===== src/rtl/btn_pkg.sv =====
// Shared types and helpers for the push-button conditioner.
package btn_pkg;

  localparam int MAX_CHANNELS = 16;

  typedef enum logic [1:0] {
    IDLE   = 2'd0,
    DELAY  = 2'd1,
    REPEAT = 2'd2
  } rpt_state_e;

  // Isolates the lowest set bit: two's complement clears everything above it.
  function automatic logic [MAX_CHANNELS-1:0] lowest_one_hot(input logic [MAX_CHANNELS-1:0] v);
    return v & (~v + MAX_CHANNELS'(1));
  endfunction

endpackage


===== src/rtl/btn_conditioner_if.sv =====
// Button bundle between the board-facing conditioner and the game controller.
interface btn_conditioner_if #(
  parameter int CHANNELS = 4
);
  // "release" is a reserved word, so the release strobe is named release_pulse.
  logic [CHANNELS-1:0] btn_raw;
  logic [CHANNELS-1:0] level;
  logic [CHANNELS-1:0] press;
  logic [CHANNELS-1:0] release_pulse;
  logic [CHANNELS-1:0] rpt;
  logic [CHANNELS-1:0] dir;

  modport master (
    output btn_raw,
    input  level, press, release_pulse, rpt, dir
  );

  modport slave (
    input  btn_raw,
    output level, press, release_pulse, rpt, dir
  );
endinterface


===== src/rtl/btn_channel.sv =====
// One button channel: two-flop synchroniser, debounce, edge strobes and hold-to-repeat FSM.
module btn_channel
  import btn_pkg::*;
#(
  parameter int DEBOUNCE_CYCLES = 500000,
  parameter int REPEAT_DELAY    = 25000000,
  parameter int REPEAT_PERIOD   = 5000000
) (
  input  logic clk,
  input  logic reset,
  input  logic btn_raw,
  output logic level,
  output logic press,
  output logic release_pulse,
  output logic rpt
);

  localparam int DW   = $clog2(DEBOUNCE_CYCLES + 1);
  localparam int RMAX = (REPEAT_DELAY > REPEAT_PERIOD) ? REPEAT_DELAY : REPEAT_PERIOD;
  localparam int RW   = $clog2(RMAX + 1);

  localparam logic [DW-1:0] DB_LAST     = DW'(DEBOUNCE_CYCLES - 1);
  localparam logic [RW-1:0] DELAY_LAST  = RW'((REPEAT_DELAY > 0) ? REPEAT_DELAY - 1 : 0);
  localparam logic [RW-1:0] PERIOD_LAST = RW'(REPEAT_PERIOD - 1);

  logic [1:0]    sync_q, sync_d;
  logic [DW-1:0] db_cnt_q, db_cnt_d;
  logic          level_q, level_d;
  logic          press_q, press_d;
  logic          release_q, release_d;
  logic          rise, fall;

  rpt_state_e    state_q, state_d;
  logic [RW-1:0] rcnt_q, rcnt_d;
  logic          rpt_q, rpt_d;

  assign sync_d = {sync_q[0], btn_raw};

  // NOTE: every variable gets a default at the top so no path can infer a latch.
  always_comb begin
    db_cnt_d = '0;
    level_d  = level_q;
    rise     = 1'b0;
    fall     = 1'b0;
    if (sync_q[1] != level_q) begin
      if (db_cnt_q == DB_LAST) begin
        level_d = ~level_q;
        rise    = ~level_q;
        fall    = level_q;
      end else begin
        db_cnt_d = db_cnt_q + DW'(1);
      end
    end
  end

  assign press_d   = rise;
  assign release_d = fall;

  // NOTE: clocked state uses non-blocking <= only; combinational blocks use =.
  always_ff @(posedge clk or negedge reset) begin
    if (!reset) begin
      sync_q    <= '0;
      db_cnt_q  <= '0;
      level_q   <= 1'b0;
      press_q   <= 1'b0;
      release_q <= 1'b0;
    end else begin
      sync_q    <= sync_d;
      db_cnt_q  <= db_cnt_d;
      level_q   <= level_d;
      press_q   <= press_d;
      release_q <= release_d;
    end
  end

  // Repeat FSM: state register.
  always_ff @(posedge clk or negedge reset) begin
    if (!reset) begin
      state_q <= IDLE;
      rcnt_q  <= '0;
      rpt_q   <= 1'b0;
    end else begin
      state_q <= state_d;
      rcnt_q  <= rcnt_d;
      rpt_q   <= rpt_d;
    end
  end

  // Repeat FSM: next state. A zero delay parks in DELAY without counting.
  always_comb begin
    state_d = state_q;
    rcnt_d  = rcnt_q;
    if (fall) begin
      state_d = IDLE;
      rcnt_d  = '0;
    end else begin
      unique case (state_q)
        IDLE: begin
          if (rise) begin
            state_d = DELAY;
            rcnt_d  = '0;
          end
        end
        DELAY: begin
          if (REPEAT_DELAY != 0) begin
            if (rcnt_q == DELAY_LAST) begin
              state_d = REPEAT;
              rcnt_d  = '0;
            end else begin
              rcnt_d = rcnt_q + RW'(1);
            end
          end
        end
        REPEAT: begin
          rcnt_d = (rcnt_q == PERIOD_LAST) ? '0 : rcnt_q + RW'(1);
        end
        default: begin
          state_d = IDLE;
          rcnt_d  = '0;
        end
      endcase
    end
  end

  // Repeat FSM: outputs. A falling level suppresses any pulse due that cycle.
  always_comb begin
    rpt_d = 1'b0;
    if (!fall) begin
      unique case (state_q)
        IDLE:    rpt_d = rise;
        DELAY:   rpt_d = (REPEAT_DELAY != 0) && (rcnt_q == DELAY_LAST);
        REPEAT:  rpt_d = (rcnt_q == PERIOD_LAST);
        default: rpt_d = 1'b0;
      endcase
    end
  end

  assign level         = level_q;
  assign press         = press_q;
  assign release_pulse = release_q;
  assign rpt           = rpt_q;

endmodule


===== src/rtl/btn_conditioner.sv =====
// N-channel button conditioner: per-channel debounce/repeat plus the last-pressed direction register.
module btn_conditioner
  import btn_pkg::*;
#(
  parameter int CHANNELS        = 4,
  parameter int DEBOUNCE_CYCLES = 500000,
  parameter int REPEAT_DELAY    = 25000000,
  parameter int REPEAT_PERIOD   = 5000000
) (
  input  logic               clk,
  input  logic               reset,
  btn_conditioner_if.slave   bus
);

  logic [CHANNELS-1:0]     level_v, press_v, release_v, rpt_v;
  logic [CHANNELS-1:0]     dir_q, dir_d;
  logic [MAX_CHANNELS-1:0] press_wide, onehot_wide;
  logic                    unused_onehot_hi;

  for (genvar i = 0; i < CHANNELS; i++) begin : g_ch
    btn_channel #(
      .DEBOUNCE_CYCLES (DEBOUNCE_CYCLES),
      .REPEAT_DELAY    (REPEAT_DELAY),
      .REPEAT_PERIOD   (REPEAT_PERIOD)
    ) u_ch (
      .clk           (clk),
      .reset         (reset),
      .btn_raw       (bus.btn_raw[i]),
      .level         (level_v[i]),
      .press         (press_v[i]),
      .release_pulse (release_v[i]),
      .rpt           (rpt_v[i])
    );
  end

  // Simultaneous presses resolve to the lowest channel index.
  always_comb begin
    press_wide                 = '0;
    press_wide[CHANNELS-1:0]   = press_v;
    onehot_wide                = lowest_one_hot(press_wide);
    dir_d                      = (|press_v) ? onehot_wide[CHANNELS-1:0] : dir_q;
  end

  assign unused_onehot_hi = ^onehot_wide;

  always_ff @(posedge clk or negedge reset) begin
    if (!reset) dir_q <= '0;
    else        dir_q <= dir_d;
  end

  assign bus.level         = level_v;
  assign bus.press         = press_v;
  assign bus.release_pulse = release_v;
  assign bus.rpt           = rpt_v;
  assign bus.dir           = dir_q;

endmodule


===== src/flat_wrapper.sv =====
// flat-port wrapper written by rule: the top's interface ports become plain ports
module btn_conditioner_flat import btn_pkg::*;
#(
  parameter int CHANNELS        = 4,
  parameter int DEBOUNCE_CYCLES = 500000,
  parameter int REPEAT_DELAY    = 25000000,
  parameter int REPEAT_PERIOD   = 5000000
)
  (clk, reset, bus_btn_raw, bus_level, bus_press, bus_release_pulse, bus_rpt, bus_dir);
  btn_conditioner_if #(.CHANNELS(CHANNELS)) bus_i ();
  input  logic clk;
  input  logic reset;
  input wire logic [$bits(bus_i.btn_raw)-1:0] bus_btn_raw;
  output wire logic [$bits(bus_i.level)-1:0] bus_level;
  output wire logic [$bits(bus_i.press)-1:0] bus_press;
  output wire logic [$bits(bus_i.release_pulse)-1:0] bus_release_pulse;
  output wire logic [$bits(bus_i.rpt)-1:0] bus_rpt;
  output wire logic [$bits(bus_i.dir)-1:0] bus_dir;
  assign bus_i.btn_raw = bus_btn_raw;
  assign bus_level = bus_i.level;
  assign bus_press = bus_i.press;
  assign bus_release_pulse = bus_i.release_pulse;
  assign bus_rpt = bus_i.rpt;
  assign bus_dir = bus_i.dir;
  btn_conditioner #(.CHANNELS(CHANNELS), .DEBOUNCE_CYCLES(DEBOUNCE_CYCLES), .REPEAT_DELAY(REPEAT_DELAY), .REPEAT_PERIOD(REPEAT_PERIOD)) u_core (.clk(clk), .reset(reset), .bus(bus_i));
endmodule

===== config.mk =====
export PLATFORM = sky130hd
export DESIGN_NAME = btn_conditioner_flat
export DESIGN_NICKNAME = d
export VERILOG_FILES = /design/src/rtl/btn_pkg.sv /design/src/rtl/btn_conditioner_if.sv /design/src/rtl/btn_channel.sv /design/src/rtl/btn_conditioner.sv /design/src/flat_wrapper.sv
export SDC_FILE = /design/constraint.sdc
export NUM_CORES = 1
export LEC_CHECK = 0
export ABC_AREA = 1
export CAP_MARGIN = 20
export CORE_ASPECT_RATIO = 1.75
export CORE_MARGIN = 8
export CORE_UTILIZATION = 55
export CTS_CLUSTER_DIAMETER = 30
export DETAILED_ROUTE_END_ITERATION = 10
export PLACE_DENSITY = 0.73
export SLEW_MARGIN = 20
export SYNTH_ARGS = -nofsm -noshare
export SYNTH_HDL_FRONTEND = slang
export SYNTH_HIERARCHICAL = 1
export SYNTH_SLANG_ARGS = --single-unit

===== constraint.sdc =====
create_clock -name clk -period 3.85 [get_ports clk]
set_input_delay 0.9625 -clock clk [delete_from_list [all_inputs] [get_ports clk]]
set_output_delay 0.9625 -clock clk [all_outputs]
set_load 0.02 [all_outputs]

==> summary.txt <==
Detailed routing
  • Final ANT Viol Nets: 0
  • DR WL/cell: 14.5 um
  • Vias per cell: 5.39
  • Via Count: 12600
  • DRC: 0
  • Initial DRC count: 709
  • Drt first pass iters: 6
  • WL final: 34.0 mm

Worst setup path
  • Top delay family on crit path: buffers and inverters
  • Arr. time, crit path: 1.67 ns
  • Critical path depth: 1
  • Max incr delay on CP: 0.66 ns
  • Worst-path fanout max: 3
  • CP max-delay cell: clkdlybuf4s50_1
  • CP endpoint kind: output pin
  • Crit start category: register
  • Crit path kind: register to output pin
  • Buf/Inv on CP: 1
  • Cells on worst reg2reg path: 11
  • Worst path required time: 2.89 ns
  • Critical Path, Cell by Cell: clkdlybuf4s50_1

Clock network
  • CTS tree: built
  • Clock buffer depth: 3
  • Post-CTS Hold Buffers: 0
  • Clock Latency Late Sink: 0.53 ns
  • H-tree lvl count: 2
  • TritonCTS Buffers: 39
  • Post-CTS Setup Bufs: 0
  • CTS root buffer: clkbuf_16
  • Post-CTS resize count: 0
  • Clk sink count: 212
  • Clk pin slew, worst setup/hold paths: 0.05 ns

Timing
  • Final Cycle Share: 68.5%
  • Final min period: 2.64 ns
  • Setup-failing EPs final: 0
  • Pins over their slew limit: 0
  • Final Hold Vio Count: 0
  • Relative slew margins: 47.1%
  • Fmax achieved: 379 MHz
  • RSZ-0062 raised after global routing: false
  • Setup ws final: 1.21 ns
  • Clock Skews: 0.0183 ns
  • Slew @ Worst Pin: 0.792 ns
  • Setup TNS: 0 ns

Placement
  • Post-place setup slack: 1.62 ns
  • Final GP Congestion: 0.931
  • Dpl cell area: 0.0140 mm2
  • Port-buffer cells: 25
  • Post-DP HPWL: 25.2 mm

Logic synthesis
  • Synth unique cells: 32
  • Main synth FF type: dfrtp_1
  • Post-synth ARST share: 100%
  • Largest family of logic cells by synthesized area: simple AND/OR/NAND/NOR gates
  • Mapped Nets: 1998
  • Syn avg cell area: 6.88 um2
  • Number of synthesized flops with an enable pin: 0
  • Cells after Synth: 1964
  • Simple-gate share of the synthesized area: 39.2%
  • Post-Synthesis Cell Area: 0.0135 mm2
  • Fraction of the yosys area taken by sequential cells: 39.3%
  • Post-synthesis mux area share: 0%
  • Ys Warns: 6
  • FF+latch count, synth: 212
  • Post-Synth XOR/XNOR Area: 3.63%
  • Compound-Gate Fraction of Synth Area: 6.04%
  • Post-Synth Adder-Cell Area: 2.59%

Layout
  • Design Area, Final: 0.0153 mm2
  • Most frequent cells in the layout: 506 x nand2_1, 347 x nor2_1, 266 x inv_1
  • Diode count: 0
  • Most common cell after layout, fill and taps aside: nand2_1
  • Area Growth Syn to Fin: 13.1%
  • Share of post-route cells with drive strength above 1: 5.73%
  • NumNets Final: 2031

Power
  • Comb power frac: 1.6%
  • Power share of the clock group: 58.8%
  • P_int: 0.00437 W
  • Sw Ratio: 23.3%
  • Lkg Pwr: 6.99 nW
  • PD cells: 373 mW/mm2
  • P_sw: 0.00133 W
  • VDD IR max: 0.393 mV
  • Flop pwr share: 39.6%

GRT
  • Largest net degree at the start of global routing: 85
  • Total GRT Usage: 23.1%
  • First-pass GRT wire length: 57.6 mm
  • Initial antenna violation count: 0
  • Grt ovf: 0
  • Vias in the first global route: 12600

Floorplan
  • Die Area: 0.0300 mm2
  • IO Pins: 26
  • Die width: 134 um
  • Die Height: 223 um
  • Row cnt: 76
  • CORE AREA: 0.0243 mm2
  • Starting density of the core: 55.5%

Hold path
  • Worst Hold Class: register to register
  • Hold path cells: 0

Status
  • Status: completed

Flow run
  • MaxCap Viol Count: 0
==> power groups by stage <==
stage	logic [W]	registers (W)	clock network, W
CTS	0.0000985	0.00225	0.00342
global route	0.000111	0.00225	0.00352
floorplan	0.0000306	0.00229	0
finish	0.0000937	0.00225	0.00335
detailed placement	0.0000987	0.00229	0
global placement	0.0000961	0.00229	0
==> cells in the mapped netlist, types with 12 or more instances <==
master    number  area share [%]
nand2_1      506              14
nand3b_1      16            0.89
dfrtp_1      212              39
a21oi_1      104             3.9
nor2_4        12             1.0
a211oi_1      12            0.67
nor2_1       347             9.6
buf_2         20            0.74
ha_1          28             2.6
nand3_1      123             4.6
o21ai_0       24            0.89
nand4_1       84             3.9
inv_1        266             7.4
xor2_1        48             3.1
nor3_1        76             2.8
==> flip-flops by register name (all words and copies together) (netlist names) <==
register / cells
u_core/bus.dir: 4
u_core/g_ch.u_ch/rpt: 4
u_core/g_ch.u_ch/sync_q: 8
u_core/g_ch.u_ch/release_pulse: 4
u_core/g_ch.u_ch/level: 4
u_core/g_ch.u_ch/db_cnt_q: 76
u_core/g_ch.u_ch/rcnt_q: 100
u_core/g_ch.u_ch/press: 4
u_core/g_ch.u_ch/state_q: 8
==> through the flow <==
| step | power, W | std cells | util [%] | hold slack [ns] |
|---|---|---|---|---|
| 3_3_place_gp | 0.00239 | 2268 | 57.4 | 0.333 |
| 2_1_floorplan | 0.00232 | 1964 | - | 0.331 |
| 5_1_grt | 0.00588 | 2338 | 62.7 | 0.358 |
| 6_report | 0.00570 | 2338 | 62.7 | 0.349 |
| 4_1_cts | 0.00577 | 2338 | 62.7 | 0.352 |
| 3_5_place_dp | 0.00239 | 2268 | 57.4 | 0.337 |
==> area by class of cell <==
type / instances / area, um2
fillers: 2331 / 9070
clock inverters: 24 / 255
flip-flops and latches: 212 / 5310
multi-input cells: 1441 / 6950
repair buffers: 29 / 298
well taps: 312 / 390
clock buffers: 46 / 1030
inverters: 274 / 1040
==> logic make-up after synthesis <==
| family | count (synthesis) |
|---|---|
| xor+xnor | 56 |
| buf+inv | 311 |
| simple gates | 1205 |
| fa+ha+maj | 28 |
| compound gates | 152 |
| flops | 212 |
==> routing by layer <==
| metal | GRT usage, % | routed length, um | vias to the layer above |
|---|---|---|---|
| met2 | 43.8 | 18500 | 252 |
| met1 | 23.1 | 12800 | 5902 |
| li1 | - | - | 6338 |
| met5 | 0 | 0 | - |
| met4 | 13.3 | 1600 | 0 |
| met3 | 3.45 | 1100 | 114 |
==> path summary, 6_finish.rpt <==
check | slack, ns | from | endpoint
worst max-delay path | 1.21 | u_core/g_ch[0].u_ch/press | bus_press[0]
worst min-delay path | 0.35 | u_core/g_ch[0].u_ch/sync_q[0] | u_core/g_ch[0].u_ch/sync_q[1]
worst max register to register | 1.61 | u_core/g_ch[0].u_ch/db_cnt_q[0] | u_core/g_ch[0].u_ch/rcnt_q[0]
worst min register to register | 0.35 | u_core/g_ch[0].u_ch/sync_q[0] | u_core/g_ch[0].u_ch/sync_q[1]
max in group asynchronous | 2.42 | reset | u_core/g_ch[0].u_ch/rcnt_q[16]
min in group asynchronous | 0.41 | reset | u_core/g_ch[3].u_ch/db_cnt_q[2]
No activity file was read; power rests on OpenSTA's default activity.
